===== src/rtl/time_counter.sv =====
// 24 h time-of-day counter with 1 Hz run mode and debounced key1 field set mode.
// Optional AUTO_REPEAT_EN adds hold-to-repeat on key1 while in set mode.
`timescale 1ns/1ps
module time_counter #(
   parameter int unsigned CLK_FREQ        = 50_000_000,
   parameter int unsigned DEBOUNCE_MS     = 20,
   parameter int unsigned REPEAT_DELAY_MS = 500,
   parameter int unsigned REPEAT_RATE_MS  = 125
) (
   input  logic       clk,
   input  logic       rst_n,
   input  logic       set_mode,
   input  logic [1:0] option,
   input  logic       add_key,
   output logic [4:0] hour,
   output logic [5:0] minute,
   output logic [5:0] second,
   output logic       sec_pulse
);
   localparam int unsigned DB_CYC = CLK_FREQ / 1000 * DEBOUNCE_MS;
   localparam int unsigned PW     = (CLK_FREQ > 1) ? $clog2(CLK_FREQ) : 1;
   localparam int unsigned DW     = (DB_CYC > 1) ? $clog2(DB_CYC) : 1;
   localparam logic [PW-1:0] PRESC_TC = PW'(CLK_FREQ - 1);
   localparam logic [DW-1:0] DB_LAST  = DW'(DB_CYC - 1);

   logic          key_s1_q, key_s2_q;
   logic          key_db_q, key_db_d;
   logic [DW-1:0] db_cnt_q, db_cnt_d;
   logic          press_q, press_d;
   logic          db_mis, db_flip;
   logic [PW-1:0] presc_q, presc_d;
   logic          tick, evt;
   logic [4:0]    hour_q, hour_d;
   logic [5:0]    min_q, min_d;
   logic [5:0]    sec_q, sec_d;
   logic          pulse_q;

   always_comb begin
      db_mis   = (key_s2_q != key_db_q);
      db_flip  = db_mis && (db_cnt_q == DB_LAST);
      db_cnt_d = (db_mis && !db_flip) ? db_cnt_q + 1'b1 : '0;
      key_db_d = db_flip ? key_s2_q : key_db_q;
      press_d  = db_flip & key_db_q;
   end

`ifdef AUTO_REPEAT_EN
   localparam int unsigned RPT_DLY  = CLK_FREQ / 1000 * REPEAT_DELAY_MS;
   localparam int unsigned RPT_RATE = CLK_FREQ / 1000 * REPEAT_RATE_MS;
   localparam int unsigned RPT_MAX  = (RPT_DLY > RPT_RATE) ? RPT_DLY : RPT_RATE;
   localparam int unsigned RW       = $clog2(RPT_MAX + 1);
   localparam logic [RW-1:0] DLY_LAST  = RW'(RPT_DLY - 1);
   localparam logic [RW-1:0] RATE_LAST = RW'(RPT_RATE - 1);

   logic          armed_q, armed_d;
   logic          first_q, first_d;
   logic          rep_q, rep_d;
   logic [RW-1:0] rcnt_q, rcnt_d;

   // Every strobe (press or repeat) restarts the interval count at 1, so the
   // next repeat lands exactly DELAY/RATE cycles after the previous strobe.
   always_comb begin
      armed_d = armed_q;
      first_d = first_q;
      rcnt_d  = rcnt_q;
      rep_d   = 1'b0;
      if (!set_mode || key_db_q) begin
         armed_d = 1'b0;
         first_d = 1'b1;
         rcnt_d  = '0;
      end else if (press_q || rep_q) begin
         armed_d = 1'b1;
         first_d = press_q;
         rcnt_d  = RW'(1);
      end else if (armed_q) begin
         rcnt_d = rcnt_q + 1'b1;
         rep_d  = (rcnt_q == (first_q ? DLY_LAST : RATE_LAST));
      end
   end

   always_ff @(posedge clk or negedge rst_n) begin
      if (!rst_n) begin
         armed_q <= 1'b0;
         first_q <= 1'b1;
         rep_q   <= 1'b0;
         rcnt_q  <= '0;
      end else begin
         armed_q <= armed_d;
         first_q <= first_d;
         rep_q   <= rep_d;
         rcnt_q  <= rcnt_d;
      end
   end

   assign evt = press_q | rep_q;
`else
   assign evt = press_q;
`endif

   always_comb begin
      tick    = ~set_mode & (presc_q == PRESC_TC);
      presc_d = (set_mode || tick) ? '0 : presc_q + 1'b1;
      hour_d  = hour_q;
      min_d   = min_q;
      sec_d   = sec_q;
      if (tick) begin
         if (sec_q == 6'd59) begin
            sec_d = '0;
            if (min_q == 6'd59) begin
               min_d  = '0;
               hour_d = (hour_q == 5'd23) ? '0 : hour_q + 5'd1;
            end else begin
               min_d = min_q + 6'd1;
            end
         end else begin
            sec_d = sec_q + 6'd1;
         end
      end else if (set_mode && evt) begin
         case (option)
            2'd0:    sec_d  = (sec_q == 6'd59)  ? '0 : sec_q + 6'd1;
            2'd1:    min_d  = (min_q == 6'd59)  ? '0 : min_q + 6'd1;
            2'd2:    hour_d = (hour_q == 5'd23) ? '0 : hour_q + 5'd1;
            default: ;
         endcase
      end
   end

   always_ff @(posedge clk or negedge rst_n) begin
      if (!rst_n) begin
         key_s1_q <= 1'b1;
         key_s2_q <= 1'b1;
         key_db_q <= 1'b1;
         db_cnt_q <= '0;
         press_q  <= 1'b0;
         presc_q  <= '0;
         hour_q   <= '0;
         min_q    <= '0;
         sec_q    <= '0;
         pulse_q  <= 1'b0;
      end else begin
         key_s1_q <= add_key;
         key_s2_q <= key_s1_q;
         key_db_q <= key_db_d;
         db_cnt_q <= db_cnt_d;
         press_q  <= press_d;
         presc_q  <= presc_d;
         hour_q   <= hour_d;
         min_q    <= min_d;
         sec_q    <= sec_d;
         pulse_q  <= tick;
      end
   end

   assign hour      = hour_q;
   assign minute    = min_q;
   assign second    = sec_q;
   assign sec_pulse = pulse_q;
endmodule

===== config.mk =====
export PLATFORM = sky130hd
export DESIGN_NAME = time_counter
export DESIGN_NICKNAME = d
export VERILOG_FILES = /design/src/rtl/time_counter.sv
export SDC_FILE = /design/constraint.sdc
export NUM_CORES = 1
export LEC_CHECK = 0
export ABC_AREA = 1
export CAP_MARGIN = 10
export CORE_MARGIN = 2
export CORE_UTILIZATION = 64
export CTS_CLUSTER_SIZE = 30
export DETAILED_ROUTE_END_ITERATION = 10
export GPL_TIMING_DRIVEN = 0
export PLACE_DENSITY_LB_ADDON = 0.08
export SYNTH_ARGS = -nofsm -noshare
export SYNTH_HDL_FRONTEND = slang
export SYNTH_SLANG_ARGS = --single-unit
export TNS_END_PERCENT = 5

===== constraint.sdc =====
create_clock -name clk -period 2.5 [get_ports clk]
set_input_delay 0.25 -clock clk [delete_from_list [all_inputs] [get_ports clk]]
set_output_delay 0.25 -clock clk [all_outputs]
set_load 0.02 [all_outputs]

==> results by stage <==
Finish:
- The finished cells cover 0.004478 mm2.
- The share of final-layout standard cells stronger than drive strength 1 is 14.63%.
- The repair_antennas step left the layout with diodes totalling 0.
- The number of fill cells in the layout is 440.
- The number of nets in the finished design is 539.
- The area growth from synthesis to layout is 13.98%.
- The library cell used most frequently in the layout, excluding fill and tap cells, is sky130_fd_sc_hd__nand2_1.
- In the layout the commonest cells are 110 x sky130_fd_sc_hd__nand2_1, 69 x sky130_fd_sc_hd__nor2_1, 65 x sky130_fd_sc_hd__dfrtp_1, 48 x sky130_fd_sc_hd__inv_1, 32 x sky130_fd_sc_hd__nand3_1.

Timing:
- The worst-margin pin slew is 0.8383 ns.
- The total of endpoints with negative setup slack in the final report is 0.
- Subtracting the final worst setup slack from the clock period gives 1.850 ns.
- In this run the tightest slew margin relative to its limit is 44.11%.
- Setup repair after global routing left no endpoint under its margin.
- The count of final hold-check violations was 0.
- On the final layout, the worst hold slack is 0.002191 ns.
- The number of max-slew violations in the final report is 0.
- The highest clock frequency the design can meet is 0.5406 GHz.
- Across the routed clock network, the largest skew measured is 0.01298 ns.
- Of the available clock period, the critical path in the final layout requires 74.00%.

Power and ir drop:
- IR analysis of the VDD net gives a maximum drop of 0.0004358 V.
- The leakage power figure is 1.972 nW.
- The cell-internal power is 1.747 mW.
- Dividing total power by cell area gives a power density of 498.0 mW/mm2.
- Of the total power, combinational logic draws 3.3%.
- The net switching power is 0.4836 mW.
- The part of the total power dissipated in the clock network is 46.5%.
- The sequential share of power is 50.1%.
- Net switching is 21.68% of the power.

Run status:
- The run finished with clean final reports.

Synthesis:
- Synthesis produced a netlist with a net count of 505.
- The count of warnings emitted by yosys is 0.
- Of all flip-flops after synthesis, the portion carrying an async set or reset was 100.0%.
- Yosys attributes the largest share of cell area to sky130_fd_sc_hd__dfrtp_1 41%, sky130_fd_sc_hd__nand2_1 11%, sky130_fd_sc_hd__nor2_1 6.6%.
- Summing the sequential cell areas from Yosys gives 43.41% of the chip area.
- The post-synthesis register bit count is 68.
- Among all flip-flop cells after synthesis, the most frequent one is sky130_fd_sc_hd__dfrtp_1.
- The cell taking the most area after synthesis is sky130_fd_sc_hd__dfrtp_1.
- The gate count of the mapped netlist is 494.
- The number of enable-type register cells in the synthesized netlist is 0.
- The area of the mapped netlist is 0.003929 mm2.
- The per-instance average area after synthesis is 7.953 um2.
- The netlist uses 39 different library cells.
- The share of synthesized area in the top cell type comes to 41.40%.

Clocking:
- TritonCTS built the clock tree.
- The number of buffers inserted to repair setup after CTS is 0.
- The TritonCTS sink count is 68.
- The total CTS buffers is 9.
- The clock passes through at most 2 buffers.
- Clock-pin slew was measured on the worst setup and hold paths at 0.08 ns.
- The number of hold buffers added after cts is 0.
- The clock latency on the worst-skew pair is 0.35 ns.
- The clock tree synthesis step divided the H-tree into 3 levels.
- The root buffer cell chosen for the clock tree is sky130_fd_sc_hd__clkbuf_8.
- In this run, post-CTS repair resized a total of 0 instances.

Routing:
- The total number of vias is 3,292.
- In this run the remaining antenna-violating nets after routing total 0.
- The average vias per placed instance is 5.414.
- The post-detailed-route wirelength per cell is 13.42 um.
- In the routed design, unresolved DRC markers number 0.
- In this run, the number of DRC markers left after iteration 0 of detailed routing was 211.
- The total routed wirelength is 8158 um.
- The pre-antenna-repair detailed-routing pass consisted of 5 iterations.

Placed design:
- In this run the cell area measured after placement is 0.004250 mm2.
- The congestion estimate from routability-driven global placement came to 0.8923.
- The total half-perimeter wirelength after legalization and detailed placement is 5899 um.
- The number of port buffers is 23.

Worst setup path:
- The class of the most critical setup path is register to register.
- STA puts the critical path data required time at 2.73 ns.
- Measured in cells, the most critical reg-to-reg path has a length of 8.
- For the worst setup path, the data arrival time is 2.08 ns.
- The sort of element at the end of the critical path is a register.
- The register-to-register path setup slack is 0.65 ns.
- In this run the critical register-to-register path is captured at hour[3].
- The largest fanout of any net on the critical path is 6.
- STA classifies the critical path startpoint as a register.
- The reg-to-reg startpoint is second[0].

Global routing:
- The number of global-route vias before repair came to 3,212.
- The initial antenna violation count is 0.
- Entering global routing, the biggest net connects 69 pins.
- The first global-routing pass estimated 13,770 um of wire.
- The final global-route overflow total is 0.
- Global routing consumed, over all layers together, 26.52% of the routing resources.

Floorplanning:
- The horizontal extent of the die is 82.35 um.
- The die area is 0.006782 mm2.
- The die outline height is 82.35 um.
- In this run the core area contains 28 standard-cell rows.
- The starting utilization of the core area is 66.36%.
- The boundary pin count is 24.
- In this run the standard cell core region covers 0.005921 mm2.

Worst hold path:
- The path class of the tightest hold or removal check is primary input to asynchronous set/reset pin.

Job:
- The max capacitance violation total is 0.
## sequential cells by signal, summed over array words and instances (netlist names)
name,flops
db_cnt_q,20
evt,1
hour,5
key_db_q,1
key_s1_q,1
key_s2_q,1
minute,6
presc_q,26
sec_pulse,1
second,6
## per-stage QoR
stage	setup TNS, ns	util (%)	power (mW)	cells	setup slack, ns
2_1_floorplan	0	-	1.175	494	0.8559
3_3_place_gp	-64.07	71.83	1.214	592	-0.9799
3_5_place_dp	0	71.79	1.215	592	0.6899
4_1_cts	0	75.63	2.250	608	0.6554
5_1_grt	0	75.63	2.308	608	0.4673
6_report	0	75.63	2.230	608	0.6501
## worst max-delay path, stage by stage, from the launching register on
cell and delay, ns:
sky130_fd_sc_hd__dfrtp_1 0.40, sky130_fd_sc_hd__ha_1 0.22, sky130_fd_sc_hd__nand3_1 0.09, sky130_fd_sc_hd__nor2_1 0.22, sky130_fd_sc_hd__inv_1 0.23, sky130_fd_sc_hd__o211ai_4 0.31, sky130_fd_sc_hd__nand2_2 0.13, sky130_fd_sc_hd__nand2_1 0.09
sky130_fd_sc_hd__nand2_1 0.05
## synth_stat cells (2+ instances only)
cell                       instances
sky130_fd_sc_hd__nand3_2           3
sky130_fd_sc_hd__o21ai_1           2
sky130_fd_sc_hd__inv_1            48
sky130_fd_sc_hd__ha_1              5
sky130_fd_sc_hd__nand2_2           6
sky130_fd_sc_hd__nand3_1          32
sky130_fd_sc_hd__nor4_1            2
sky130_fd_sc_hd__xor2_1           17
sky130_fd_sc_hd__nand2_4           2
sky130_fd_sc_hd__dfstp_2           3
sky130_fd_sc_hd__nor3_2            4
sky130_fd_sc_hd__nand2_1         110
sky130_fd_sc_hd__nor2_4            4
sky130_fd_sc_hd__nor3_1           19
sky130_fd_sc_hd__nor3b_1           2
sky130_fd_sc_hd__nand4_1          12
sky130_fd_sc_hd__nor2_2           20
sky130_fd_sc_hd__a31oi_1           2
sky130_fd_sc_hd__o21ai_0          13
sky130_fd_sc_hd__and3_1            2
sky130_fd_sc_hd__inv_2             9
sky130_fd_sc_hd__a21oi_1          18
sky130_fd_sc_hd__nor2_1           69
sky130_fd_sc_hd__xnor2_1           8
sky130_fd_sc_hd__nand3b_1          2
sky130_fd_sc_hd__dfrtp_1          65
sky130_fd_sc_hd__nand3_4           3
## how the worst max path moves through the flow
stage | depth (start not counted) | end | slack (ns) | from
after floorplan | 8 | hour[2] | 0.86 | second[1]
after global placement | 1 | second[1] | -0.98 | rst_n
after detailed placement | 8 | hour[3] | 0.69 | second[0]
after CTS | 8 | hour[3] | 0.66 | second[0]
after global routing | 8 | hour[0] | 0.47 | second[0]
final | 8 | hour[3] | 0.65 | second[0]
## routing by layer
layer / global-route usage, % / share of wire (%) / vias to the layer above
met4: 12.33 / 1.6 / 0
met5: 0 / 0 / -
met1: 31.87 / 45 / 1550
li1: - / - / 1660
met3: 4.239 / 3.4 / 11
met2: 46.37 / 50 / 71
## logic make-up after synthesis
family | count (synthesis) | share of synthesized area (%)
AO/OA/AOI/OAI | 42 | 6.434
flip-flops | 68 | 43.41
buffers and inverters | 59 | 6.114
AND/OR/NAND/NOR | 295 | 36.88
adder cells (fa/ha/maj) | 5 | 1.592
XOR/XNOR | 25 | 5.573
## cell type report
cell class | instances | area [um2] | share of cell area (%)
Multi-Input combinational cell | 367 | 1983 | 44.29
Timing Repair Buffer | 23 | 227.7 | 5.085
Tap cell | 75 | 93.84 | 2.096
Inverter | 57 | 214.0 | 4.778
Sequential cell | 68 | 1705 | 38.08
Buffer | 2 | 26.28 | 0.5868
Clock inverter | 4 | 72.57 | 1.621
Clock buffer | 12 | 155.1 | 3.465
## power groups by stage
stage / clock network [mW] / logic [mW] / registers (mW)
after global routing: 1.10 / 0.0868 / 1.12
final: 1.04 / 0.0743 / 1.12
after CTS: 1.06 / 0.0762 / 1.12
after detailed placement: 0 / 0.0757 / 1.14
after floorplan: 0 / 0.0367 / 1.14
after global placement: 0 / 0.0743 / 1.14
Note: power is estimated with default switching activity, not from simulation.
